[src/rtl/smg_pkg.sv]
// Shared constants for the seven-segment scan driver: digit-code width and
// the active-low segment patterns, packed as {g,f,e,d,c,b,a}.
package smg_pkg;

   localparam int CODE_W = 4;

   localparam logic [6:0] SEG_0     = 7'h40;
   localparam logic [6:0] SEG_1     = 7'h79;
   localparam logic [6:0] SEG_2     = 7'h24;
   localparam logic [6:0] SEG_3     = 7'h30;
   localparam logic [6:0] SEG_4     = 7'h19;
   localparam logic [6:0] SEG_5     = 7'h12;
   localparam logic [6:0] SEG_6     = 7'h02;
   localparam logic [6:0] SEG_7     = 7'h78;
   localparam logic [6:0] SEG_8     = 7'h00;
   localparam logic [6:0] SEG_9     = 7'h10;
   localparam logic [6:0] SEG_A     = 7'h08;
   localparam logic [6:0] SEG_B     = 7'h03;
   localparam logic [6:0] SEG_C     = 7'h46;
   localparam logic [6:0] SEG_D     = 7'h21;
   localparam logic [6:0] SEG_E     = 7'h06;
   localparam logic [6:0] SEG_F     = 7'h0E;
   localparam logic [6:0] SEG_BLANK = 7'h7F;

endpackage

[src/rtl/smg_seg_lut.sv]
// Digit code to active-low seven-segment pattern; codes 10..15 show as hex
// letters only when hex_en is set, otherwise they come out dark.
module smg_seg_lut
   import smg_pkg::*;
(
   input  logic [CODE_W-1:0] code,
   input  logic              hex_en,
   output logic [6:0]        seg
);

   // NOTE: every output of an always_comb gets a default first so no path
   // through the case can leave it unassigned and infer a latch.
   always_comb begin
      seg = SEG_BLANK;
      case (code)
         4'd0:  seg = SEG_0;
         4'd1:  seg = SEG_1;
         4'd2:  seg = SEG_2;
         4'd3:  seg = SEG_3;
         4'd4:  seg = SEG_4;
         4'd5:  seg = SEG_5;
         4'd6:  seg = SEG_6;
         4'd7:  seg = SEG_7;
         4'd8:  seg = SEG_8;
         4'd9:  seg = SEG_9;
         4'd10: seg = hex_en ? SEG_A : SEG_BLANK;
         4'd11: seg = hex_en ? SEG_B : SEG_BLANK;
         4'd12: seg = hex_en ? SEG_C : SEG_BLANK;
         4'd13: seg = hex_en ? SEG_D : SEG_BLANK;
         4'd14: seg = hex_en ? SEG_E : SEG_BLANK;
         4'd15: seg = hex_en ? SEG_F : SEG_BLANK;
         default: seg = SEG_BLANK;
      endcase
   end

endmodule

[src/rtl/smg_scan_driver.sv]
// Multiplexed seven-segment scan driver with double-buffered display data,
// leading-zero suppression, decimal points and per-digit blanking.
module smg_scan_driver
   import smg_pkg::*;
#(
   parameter int N_DIG          = 6,
   parameter int DIV            = 50000,
   parameter int HEX_EN         = 1,
   parameter int SEG_ACTIVE_LOW = 1,
   parameter int SEL_ACTIVE_LOW = 1
) (
   input  logic                    CLK,
   input  logic                    RSTn,
   input  logic [CODE_W*N_DIG-1:0] Number_Data,
   input  logic [N_DIG-1:0]        DP_Mask,
   input  logic [N_DIG-1:0]        Blank_Mask,
   input  logic                    LZ_En,
   input  logic                    Load,
   output logic [7:0]              SMG_Data,
   output logic [N_DIG-1:0]        Scan_Sel,
   output logic                    Frame_Done
);

   localparam int DIV_W = $clog2(DIV);
   localparam int IDX_W = (N_DIG > 1) ? $clog2(N_DIG) : 1;
   localparam logic [DIV_W-1:0] DIV_LAST = DIV_W'(DIV - 1);
   localparam logic [IDX_W-1:0] IDX_LAST = IDX_W'(N_DIG - 1);
   localparam logic             HEX_ON   = (HEX_EN != 0);
   localparam logic [7:0]       SMG_OFF  = (SEG_ACTIVE_LOW != 0) ? 8'hFF : 8'h00;
   localparam logic [N_DIG-1:0] SEL_OFF  = (SEL_ACTIVE_LOW != 0) ? {N_DIG{1'b1}} : {N_DIG{1'b0}};

   typedef struct packed {
      logic [N_DIG-1:0][CODE_W-1:0] data;
      logic [N_DIG-1:0]             dp;
      logic [N_DIG-1:0]             blank;
      logic                         lz;
   } frame_buf_t;

   logic [DIV_W-1:0] div_cnt;
   logic [IDX_W-1:0] idx, next_idx;
   logic             tc, frame_end;

   frame_buf_t load_buf, pend_buf, act_buf, next_act;
   logic       pend_flag;

   logic [N_DIG-1:0]  lz_blank;
   logic              zero_run;
   logic [CODE_W-1:0] cur_code;
   logic [6:0]        seg7;
   logic              blanked;
   logic [7:0]        pattern_low, seg_next;
   logic [N_DIG-1:0]  sel_onehot, sel_next;

   assign load_buf = {Number_Data, DP_Mask, Blank_Mask, LZ_En};

   always_comb begin
      tc        = (div_cnt == DIV_LAST);
      frame_end = tc && (idx == IDX_LAST);
      next_idx  = frame_end ? '0 : idx + 1'b1;
   end

   // The buffer the next slot will show: a Load on the boundary cycle wins
   // over older pending data, so digit 0 of the new frame already uses it.
   always_comb begin
      next_act = act_buf;
      if (frame_end) begin
         if (Load)
            next_act = load_buf;
         else if (pend_flag)
            next_act = pend_buf;
      end
   end

   // Zeros are suppressed from the top digit down until the first nonzero;
   // digit 0 is never part of the run.
   always_comb begin
      lz_blank = '0;
      zero_run = next_act.lz;
      for (int k = N_DIG - 1; k >= 1; k--) begin
         zero_run    = zero_run && (next_act.data[k] == '0);
         lz_blank[k] = zero_run;
      end
   end

   assign cur_code = next_act.data[next_idx];

   smg_seg_lut u_seg_lut (
      .code   (cur_code),
      .hex_en (HEX_ON),
      .seg    (seg7)
   );

   always_comb begin
      blanked = next_act.blank[next_idx] || lz_blank[next_idx] ||
                (!HEX_ON && (cur_code > CODE_W'(9)));
      pattern_low = blanked ? 8'hFF : {~next_act.dp[next_idx], seg7};
      seg_next    = (SEG_ACTIVE_LOW != 0) ? pattern_low : ~pattern_low;
      sel_onehot  = N_DIG'(1) << next_idx;
      sel_next    = (SEL_ACTIVE_LOW != 0) ? ~sel_onehot : sel_onehot;
   end

   // NOTE: sequential state uses non-blocking assignments so every register
   // samples pre-edge values regardless of statement order.
   always_ff @(posedge CLK or negedge RSTn) begin
      if (!RSTn) begin
         div_cnt    <= '0;
         idx        <= IDX_LAST;
         SMG_Data   <= SMG_OFF;
         Scan_Sel   <= SEL_OFF;
         Frame_Done <= 1'b0;
      end else begin
         div_cnt    <= tc ? '0 : div_cnt + 1'b1;
         Frame_Done <= frame_end;
         if (tc) begin
            idx      <= next_idx;
            SMG_Data <= seg_next;
            Scan_Sel <= sel_next;
         end
      end
   end

   // NOTE: the display buffers are reset as well because their cleared
   // contents are shown on the first frame after reset.
   always_ff @(posedge CLK or negedge RSTn) begin
      if (!RSTn) begin
         act_buf   <= '0;
         pend_buf  <= '0;
         pend_flag <= 1'b0;
      end else begin
         act_buf <= next_act;
         if (frame_end) begin
            pend_flag <= 1'b0;
         end else if (Load) begin
            pend_buf  <= load_buf;
            pend_flag <= 1'b1;
         end
      end
   end

endmodule

[config.mk]
export PLATFORM = sky130hd
export DESIGN_NAME = smg_scan_driver
export DESIGN_NICKNAME = d
export VERILOG_FILES = /design/src/rtl/smg_pkg.sv /design/src/rtl/smg_seg_lut.sv /design/src/rtl/smg_scan_driver.sv
export SDC_FILE = /design/constraint.sdc
export NUM_CORES = 1
export LEC_CHECK = 0
export BUFFER_PORTS_ARGS = -buffer_cell sky130_fd_sc_hd__buf_2
export CAP_MARGIN = 20
export CORE_ASPECT_RATIO = 1.4
export CORE_MARGIN = 1.5
export CORE_UTILIZATION = 38
export CTS_BUF_LIST = sky130_fd_sc_hd__clkbuf_4
export CTS_CLUSTER_SIZE = 25
export DETAILED_ROUTE_END_ITERATION = 16
export SLEW_MARGIN = 20
export SYNTH_ARGS = -nofsm -noshare
export SYNTH_HDL_FRONTEND = slang
export SYNTH_HIERARCHICAL = 1
export SYNTH_SLANG_ARGS = --single-unit
[constraint.sdc]
create_clock -name CLK -period 4 [get_ports CLK]
set_input_delay 1.2 -clock CLK [delete_from_list [all_inputs] [get_ports CLK]]
set_output_delay 1.2 -clock CLK [all_outputs]
set_load 0.005 [all_outputs]
### Word level (Yosys, flattened, before mapping)

Cells that the tools add are included.

* $add $sub $neg: 2
* multiplexer cells: 17
* eq/ne operators: 17
* shifts and indexed selects: 1
* bitwise gates (word level): 3
* order comparisons: 1
* reductions and logical operators: 15

Operators with widths (count)
* one-hot mux 7 bit (16 select lines): 1
* 2-to-1 mux 37 bit: 3
* == test 4 bit, second input constant: 8
* zero test 4 bit: 6
* adder 16 x 1 -> 16 bit, second input constant: 1
* == test 16 bit, second input constant: 1
* == test 4 x 3 -> 1 bit, second input constant: 4
* 2-to-1 mux 16 bit: 1
* binary-select mux 4 bit (select 3 bit): 1
* binary-select mux 1 bit (select 3 bit): 3
* == test 4 x 2 -> 1 bit, second input constant: 2
* 2-to-1 mux 8 bit: 1
* logical AND 1 bit: 6
* NOT 6 bit: 1
* << shifter 1 x 3 -> 6 bit, first input constant: 1
* 2-to-1 mux 1 bit: 5
* == test 4 x 1 -> 1 bit, second input constant: 1
* < comparator 3 x 4 -> 1 bit, second input constant: 1
* 2-to-1 mux 4 bit: 1
* adder 3 x 1 -> 3 bit, second input constant: 1
* == test 3 bit, second input constant: 1
* 2-to-1 mux 3 bit: 1
* NOT 1 bit: 2
* AND reduction 2 bit: 1
* 2 further kinds: 2

* bits in registers: 109
* logic and storage cells: 80
* output and inout bits: 15

### Depth between registers and ports, before layout

Gate-level depths: netlist of the first run.

* word-level depth: 13
* mapped depth: 19
* depth with buffers taken out: 14

### By module

The synthesis of the first run kept the hierarchy.

By module, submodules not included
* smg_scan_driver: cells each 539, area an instance 5607.9 um2, instances 1
* smg_seg_lut: cells each 44, area an instance 300.3 um2, instances 1

### Worst setup path before layout of the first run

No wires, ideal clock.

* path type: input -> register
* start point: input Load
* end point: register SMG_Data[6]
* data arrival time: 3.648 ns
* cell stages on the path: 13
* path buffers: 3
* setup slack: 0.272 ns
* library setup time: 0.080 ns
* path through: clkbuf_1 -> inv_1 -> nor3_2 -> buf_2 -> a221o_1 -> a22o_1 -> a22oi_1 -> o21ai_0 -> buf_6 -> nor3_2 -> a211oi_1 -> o21ai_1 -> o22a_1

RTL lines
* from (decl): line smg_scan_driver.sv:18 `input logic Load,`
* to (signal assigned): line smg_scan_driver.sv:116 `SMG_Data <= seg_next;`
* to (decl): line smg_scan_driver.sv:19 `output logic [7:0] SMG_Data,`

==> results of run 1 <==
==> power by group through the flow <==
stage               combinational [mW]  sequential (mW)  clock [mW]
floorplan                        0.153             1.21           0
global placement                 0.236             1.22           0
detailed placement               0.242             1.23           0
CTS                              0.242             1.21       0.529
global route                     0.264             1.21       0.572
finish                           0.240             1.21       0.507
==> flip-flops by register name (all words and copies together) (netlist names) <==
name and count:
pend_buf 37, Frame_Done 1, Scan_Sel 6, pend_flag 1
SMG_Data 8, act_buf 37, idx 3, div_cnt 16
==> cell families after synthesis <==
kind of cell               share of synthesized area [%]
and+or+nand+nor                                    16.45
other                                            0.06347
muxes                                              8.450
adders and majority gates                         0.8260
xor gates and xnor gates                           1.927
buffers and inverters                              5.273
AOI/OAI and AO/OA                                  20.50
DFF                                                46.51
==> cell type report <==
type / count / area [um2] / share of cell area [%]
inverters: 20 / 75.07 / 1.137
clock buffers: 10 / 75.07 / 1.137
well taps: 192 / 240.2 / 3.638
diodes: 1 / 2.502 / 0.03789
multi-input cells: 420 / 2872 / 43.48
flip-flops and latches: 109 / 2748 / 41.61
clock inverters: 6 / 38.79 / 0.5873
repair buffers: 88 / 553.0 / 8.374
==> per-stage QoR <==
stage	hold slack [ns]	std cells	total power, mW
final	0.5018	846	1.954
after global routing	0.5187	846	2.050
after CTS	0.5054	845	1.977
after detailed placement	0.4805	829	1.467
after global placement	0.4635	829	1.459
after floorplan	0.4502	589	1.362
==> routing by layer <==
metal  share of wire [%]  GRT usage (%)
met1                  43          25.83
met2                  51          34.78
met3                 3.2          2.511
met4                 3.2          9.145
met5                   0              0
==> worst max-delay path by stage <==
stage | start | to | slack [ns] | depth (start not counted)
floorplan | Load | SMG_Data[6]$_DFFE_PN1N_ | 0.27 | 13
global placement | Load | SMG_Data[0]$_DFFE_PN1N_ | 0.25 | 12
finish | idx[0]$_DFFE_PN1N_ | SMG_Data[0]$_DFFE_PN1N_ | 0.29 | 13
global route | idx[0]$_DFFE_PN1N_ | SMG_Data[0]$_DFFE_PN1N_ | 0.02 | 13
CTS | idx[0]$_DFFE_PN1N_ | SMG_Data[0]$_DFFE_PN1N_ | 0.30 | 13
detailed placement | Load | SMG_Data[0]$_DFFE_PN1N_ | 0.15 | 14
==> cells in the final DEF (no fill, tap or decap), types with 7 or more instances in the layout <==
cell and n:
sky130_fd_sc_hd__dfrtp_1 93, sky130_fd_sc_hd__nand2_1 58, sky130_fd_sc_hd__buf_2 53, sky130_fd_sc_hd__nor2_1 43, sky130_fd_sc_hd__mux2_2 39, sky130_fd_sc_hd__buf_4 33, sky130_fd_sc_hd__a21oi_1 30, sky130_fd_sc_hd__inv_1 20
sky130_fd_sc_hd__nand3_1 18, sky130_fd_sc_hd__o31ai_1 18, sky130_fd_sc_hd__o21ai_0 17, sky130_fd_sc_hd__dfstp_2 16, sky130_fd_sc_hd__a221o_1 15, sky130_fd_sc_hd__o22ai_1 13, sky130_fd_sc_hd__nand2b_1 10, sky130_fd_sc_hd__a221o_2 10
sky130_fd_sc_hd__clkbuf_4 10, sky130_fd_sc_hd__o22a_1 9, sky130_fd_sc_hd__nor3_1 8, sky130_fd_sc_hd__a22oi_1 7, sky130_fd_sc_hd__a31oi_1 7, sky130_fd_sc_hd__xor2_1 7, sky130_fd_sc_hd__conb_1 7
==> key figures, run 1 <==
Layout
  – Finished Cell Area: 6604 um2
  – Net total in the final layout: 691
  – Final standard cell utilization of the core: 43.68%
  – Ratio of cells with drive above 1 in the final layout: 29.10%
  – Layout filler cell count: 1,487
  – Layout area overhead: 11.77%

Clock network
  – Number of sinks driven by the clock tree: 109
  – CTS tree: yes
  – Clock tree root buffer cell: sky130_fd_sc_hd__clkbuf_4
  – Worst-path clk slew: 0.17 ns
  – Postcts setup bufs: 0
  – CTS Buffer Depth: 2
  – Clock latency of the later-clocked register in the worst-skew pair: 0.48 ns
  – CTS resizes: 0
  – Number of buffers added to fix hold violations after cts: 0
  – Num CTS Buffers: 9
  – Htree depth: 3

Route
  – Via total after detailed routing: 4,814
  – Drt drc: 0
  – Number of detailed-route iterations in the first pass: 5
  – Count of routing violations after the opening detailed-route iteration: 255
  – Average routed wire per standard cell: 18.42 um
  – Antenna violation net count after detailed routing: 0
  – Routed Wire Length: 15,580 um
  – Per-cell via count in the routed design: 5.690

Yosys
  – Async S/R FF share, synth: 100.0%
  – Ys flop type: sky130_fd_sc_hd__dfrtp_1
  – Cell area after technology mapping: 5908 um2
  – Sequential-to-total area share from yosys stat: 46.51%
  – Fraction of synthesized cell area taken by the top area cell type: 39.39%
  – Syn Inst Count: 583
  – Count of distinct cell types in the synthesized netlist: 69
  – Yosys warns: 6
  – Most common library cells after synthesis: sky130_fd_sc_hd__dfrtp_1 (93), sky130_fd_sc_hd__nand2_1 (58), sky130_fd_sc_hd__nor2_1 (43)
  – Post-synthesis average cell area: 10.13 um2
  – Yosys top cell by area: sky130_fd_sc_hd__dfrtp_1
  – EDFF count, synth: 0
  – Post-synthesis sequential element count: 109
  – Leading cell type by number of instances after synthesis: sky130_fd_sc_hd__dfrtp_1
  – Most area-consuming cells after synthesis: sky130_fd_sc_hd__dfrtp_1 (39%), sky130_fd_sc_hd__mux2_2 (7.4%), sky130_fd_sc_hd__dfstp_2 (7.1%)

Setup path
  – Critical Path Start Type: register
  – Critical path endpoint category: register
  – Count of buffering cells on the critical path with inverters included: 1
  – CP Max Fanout: 17
  – Delay of the slowest critical-path stage: 0.57 ns
  – Critical path's top delay family: simple AND/OR/NAND/NOR gates
  – Worst path arrival time: 4.13 ns
  – Critical-path cell with the highest stage delay: sky130_fd_sc_hd__dfstp_2
  – Category of the critical setup timing path: register to register
  – Critical Path, Cell by Cell: ha_1 -> nand2_1 -> or2_1 -> nor3_2 -> buf_4 -> a221o_1 -> nor2_1 -> a211oi_1 -> a221o_1 -> nor2b_1 -> a22o_1 -> nor3_2 -> o22a_1
  – Reg-to-reg slack, setup: 0.29 ns
  – Worst R2R Path Depth: 13
  – R2r startpoint: idx[0]$_DFFE_PN1N_
  – Worst path required time: 4.42 ns
  – Endpoint of the worst-slack reg-to-reg timing path: SMG_Data[0]$_DFFE_PN1N_

GRT
  – GRT Util Overall: 20.43%
  – Wire length of the first global-routing pass: 25,550 um
  – Antenna violations before repair: 1
  – Grt ovf: 0
  – Maximum number of pins on one net before global-route repair: 56
  – Vias in the first global route: 4,848

Pwr
  – Combinational group share of total power: 12.3%
  – PwrDens: 295.8 nW/um2
  – Lkg Pwr: 2.799 nW
  – Max rail drop VDD: 0.1463 mV
  – Proportion of power drawn by flip-flops and latches: 61.7%
  – Switch Pwr: 0.5412 mW
  – Switching power share of the total: 27.70%
  – Internal power summed over all cells: 1.412 mW
  – Clock power frac: 26.0%

Timing
  – Post-Route Skew: 0.02433 ns
  – Portion of the clock cycle consumed by the worst path in the final layout: 92.82%
  – Transition time at the pin with the least slew margin: 0.7238 ns
  – Max-slew headroom: 51.63%
  – Setup TNS Final: 0 ns
  – Final Critical Period: 3.713 ns
  – Setup ws final: 0.2870 ns
  – Max Transition Viols Final: 0
  – Endpoints failing setup: 0
  – Unrepaired setup endpoints after global routing: false
  – FMAX: 269.3 MHz
  – Final count of hold timing violations: 0

Placement
  – Cell Area, Placed: 6487 um2
  – Setup slack after placement: 0.1491 ns
  – Final weighted congestion in routability-driven placement: 0.9151
  – Input/output buffers: 54
  – Total half-perimeter wirelength after legalization and detailed placement: 11,530 um

Floorplanning
  – Die ar.: 16,320 um2
  – Die outline width: 108.4 um
  – Core box area: 15,120 um2
  – Initial standard-cell utilization of the core: 39.08%
  – Number of cell rows: 53
  – Vertical extent of the die: 150.5 um
  – I/O pins: 55

Worst hold path
  – Min-Delay Path Class: register to register
  – Count of cells along the worst hold path: 1
  – Endpoint, Worst Hold: div_cnt[0]$_DFF_PN0_
  – Worst hold start: div_cnt[0]$_DFF_PN0_

Run status
  – Status: complete, no violations

Job
  – Count of maximum capacitance violations: 0
Power figures use the tool's default switching activity.
==> run 2, diff against run 1 <==
--- a/config.mk
+++ b/config.mk
@@ -7,7 +7,6 @@
 export LEC_CHECK = 0
 export BUFFER_PORTS_ARGS = -buffer_cell sky130_fd_sc_hd__buf_2
 export CAP_MARGIN = 20
-export CORE_ASPECT_RATIO = 1.4
 export CORE_MARGIN = 1.5
 export CORE_UTILIZATION = 38
 export CTS_BUF_LIST = sky130_fd_sc_hd__clkbuf_4
==> run 2 against run 1 <==
- non-clock buffer count decreased by 1
- clock-buffer cell count rose by 5
- total power increased by 1.0%
- sequential share of layout area about the same
- final cell count decreased by 0.47%
- critical path type unchanged
- global-route usage rose by 0.28 points
- worst hold slack improved by 0.011 ns
==> key figures, run 2 (synthesis results as in run 1) <==
Setup path
  – Delay of the slowest critical-path stage: 0.46 ns
  – Critical-path cell with the highest stage delay: sky130_fd_sc_hd__nor2_2
  – Category of the critical setup timing path: register to register
  – Reg-to-reg slack, setup: 0.33 ns
  – CP Max Fanout: 16
  – Critical path endpoint category: register
  – Worst path arrival time: 4.13 ns
  – Critical Path Start Type: register
  – Count of buffering cells on the critical path with inverters included: 1
  – Number of cells on the critical path: 14
  – Worst R2R Path Depth: 14
  – Cell type with the highest occurrence count on the critical path: sky130_fd_sc_hd__a21oi_1
  – Critical path's top delay family: simple AND/OR/NAND/NOR gates
  – Critical Path, Cell by Cell: ha_1 -> nand3_2 -> nor2_2 -> nand3_1 -> o22ai_1 -> a21oi_1 -> mux2_2 -> o2bb2ai_1 -> a221o_1 -> buf_4 -> nand2b_1 -> a21oi_1 -> a211oi_2 -> o22a_1
  – Worst path required time: 4.46 ns

Route
  – Drt drc: 0
  – Via total after detailed routing: 4,893
  – Antenna violation net count after detailed routing: 0
  – Count of routing violations after the opening detailed-route iteration: 409
  – Number of detailed-route iterations in the first pass: 6
  – Average routed wire per standard cell: 19.15 um
  – Per-cell via count in the routed design: 5.811
  – Routed Wire Length: 16,130 um

Timing
  – Final Critical Period: 3.674 ns
  – Portion of the clock cycle consumed by the worst path in the final layout: 91.86%
  – Max-slew headroom: 54.07%
  – Final count of hold timing violations: 0
  – Setup TNS Final: 0 ns
  – Transition time at the pin with the least slew margin: 0.6873 ns
  – FMAX: 272.2 MHz
  – Endpoints failing setup: 0
  – Hold WS: 0.5125 ns
  – Unrepaired setup endpoints after global routing: false
  – Max Transition Viols Final: 0
  – Post-Route Skew: 0.02948 ns

GRT
  – Grt ovf: 0
  – Maximum number of pins on one net before global-route repair: 60
  – GRT Util Overall: 20.71%
  – Vias in the first global route: 4,830
  – Antenna violations before repair: 1
  – Wire length of the first global-routing pass: 26,080 um

Placement
  – Total half-perimeter wirelength after legalization and detailed placement: 11,630 um
  – Final weighted congestion in routability-driven placement: 0.9043
  – Total placed cells including tap cells: 824
  – Input/output buffers: 54

Clock network
  – Clock latency of the later-clocked register in the worst-skew pair: 0.50 ns
  – Number of sinks driven by the clock tree: 109
  – Num CTS Buffers: 9
  – CTS resizes: 0
  – CTS Buffer Depth: 2
  – Clock tree root buffer cell: sky130_fd_sc_hd__clkbuf_4
  – Number of buffers added to fix hold violations after cts: 0
  – Htree depth: 3
  – Postcts setup bufs: 0
  – Worst-path clk slew: 0.16 ns
  – CTS tree: yes

Job
  – Count of maximum capacitance violations: 0

Pwr
  – Proportion of power drawn by flip-flops and latches: 61.1%
  – Lkg Pwr: 2.811 nW
  – Switching power share of the total: 26.60%
  – PwrDens: 298.5 nW/um2
  – Max rail drop VDD: 0.1463 mV
  – Combinational group share of total power: 12.3%
  – Internal power summed over all cells: 1.448 mW
  – Clock power frac: 26.6%
  – Switch Pwr: 0.5248 mW

Layout
  – Most frequent standard cell in the layout excluding fill and tap cells: sky130_fd_sc_hd__dfrtp_1
  – Layout area overhead: 11.90%
  – Ratio of cells with drive above 1 in the final layout: 29.29%
  – Most frequent cells in the layout: sky130_fd_sc_hd__dfrtp_1 (93), sky130_fd_sc_hd__nand2_1 (58), sky130_fd_sc_hd__buf_2 (53)
  – Non-filler instance count after layout: 842
  – Net total in the final layout: 690
  – Largest registers ranked by flip-flop count: act_buf: 37 flops, pend_buf: 37 flops, div_cnt: 16 flops

Floorplanning
  – Vertical extent of the die: 127.7 um
  – I/O pins: 55
  – Die ar.: 16,300 um2
  – Initial standard-cell utilization of the core: 38.86%
  – Number of cell rows: 45
  – Die outline width: 127.7 um
  – Core box area: 15,200 um2

Worst hold path
  – Count of cells along the worst hold path: 2
  – Min-Delay Path Class: register to register

Run status
  – Status: complete, no violations
==> run 2: cell types whose count changed in the layout (fill, tap and decap cells not counted), moves of 2 or more <==
| cell | before | now |
|---|---|---|
| sky130_fd_sc_hd__clkbuf_4 | 10 | 15 |
| sky130_fd_sc_hd__buf_4 | 33 | 31 |
| sky130_fd_sc_hd__clkinv_1 | 2 | 0 |
| sky130_fd_sc_hd__clkinvlp_4 | 2 | 0 |
==> run 2: through the flow <==
stage | total power, mW | utilization [%] | setup WS, ns | area [um2]
CTS | 1.996 | 43.46 | 0.3287 | 6606
floorplan | 1.362 | - | 0.2723 | 5931
finish | 1.973 | 43.49 | 0.3256 | 6611
global placement | 1.458 | 42.67 | 0.3366 | 6487
detailed placement | 1.466 | 42.67 | 0.2605 | 6487
global route | 2.064 | 43.47 | 0.07353 | 6609
==> run 2: layer usage <==
metal / vias to the layer above / part of all wire (%) / global-route usage [%]
met5: - / 0 / 0
met1: 2391 / 48 / 29.62
met3: 34 / 5.5 / 4.215
met4: 0 / 2.9 / 7.931
li1: 2286 / - / -
met2: 182 / 44 / 31.00
==> run 2: final cells by class <==
cell class	instances	area, um2
Multi-Input combinational cell	420	2872
Antenna cell	2	5.005
Timing Repair Buffer	87	558.0
Tap cell	188	235.2
Inverter	20	75.07
Clock inverter	1	6.256
Clock buffer	15	112.6
Fill cell	1478	8591
Sequential cell	109	2748
==> run 2: path summary, 6_finish.rpt <==
path                                         start                  endpoint
max in group asynchronous                     RSTn  pend_buf[29]$_DFFE_PN0P_
hold / removal             Scan_Sel[4]$_DFFE_PN1N_   Scan_Sel[4]$_DFFE_PN1N_
hold reg to reg            Scan_Sel[4]$_DFFE_PN1N_   Scan_Sel[4]$_DFFE_PN1N_
setup reg to reg              div_cnt[0]$_DFF_PN0_   SMG_Data[1]$_DFFE_PN1N_
min in group asynchronous                     RSTn   pend_buf[4]$_DFFE_PN0P_
setup / recovery              div_cnt[0]$_DFF_PN0_   SMG_Data[1]$_DFFE_PN1N_
==> run 2: power by group through the flow <==
stage	Combinational, mW	Clock (mW)	Sequential, mW
5_1_grt	0.268	0.583	1.21
2_1_floorplan	0.153	0	1.21
3_3_place_gp	0.235	0	1.22
3_5_place_dp	0.242	0	1.22
6_report	0.242	0.525	1.21
4_1_cts	0.243	0.549	1.20
==> run 2: worst reg2reg max path, stage by stage, from the launching register on <==
cell	delay, ns
sky130_fd_sc_hd__dfrtp_1	0.42
sky130_fd_sc_hd__ha_1	0.22
sky130_fd_sc_hd__nand3_2	0.20
sky130_fd_sc_hd__nor2_2	0.47
sky130_fd_sc_hd__nand3_1	0.43
sky130_fd_sc_hd__o22ai_1	0.25
sky130_fd_sc_hd__a21oi_1	0.08
sky130_fd_sc_hd__mux2_2	0.29
sky130_fd_sc_hd__o2bb2ai_1	0.13
sky130_fd_sc_hd__a221o_1	0.34
sky130_fd_sc_hd__buf_4	0.19
sky130_fd_sc_hd__nand2b_1	0.20
sky130_fd_sc_hd__a21oi_1	0.21
sky130_fd_sc_hd__a211oi_2	0.06
sky130_fd_sc_hd__o22a_1	0.16
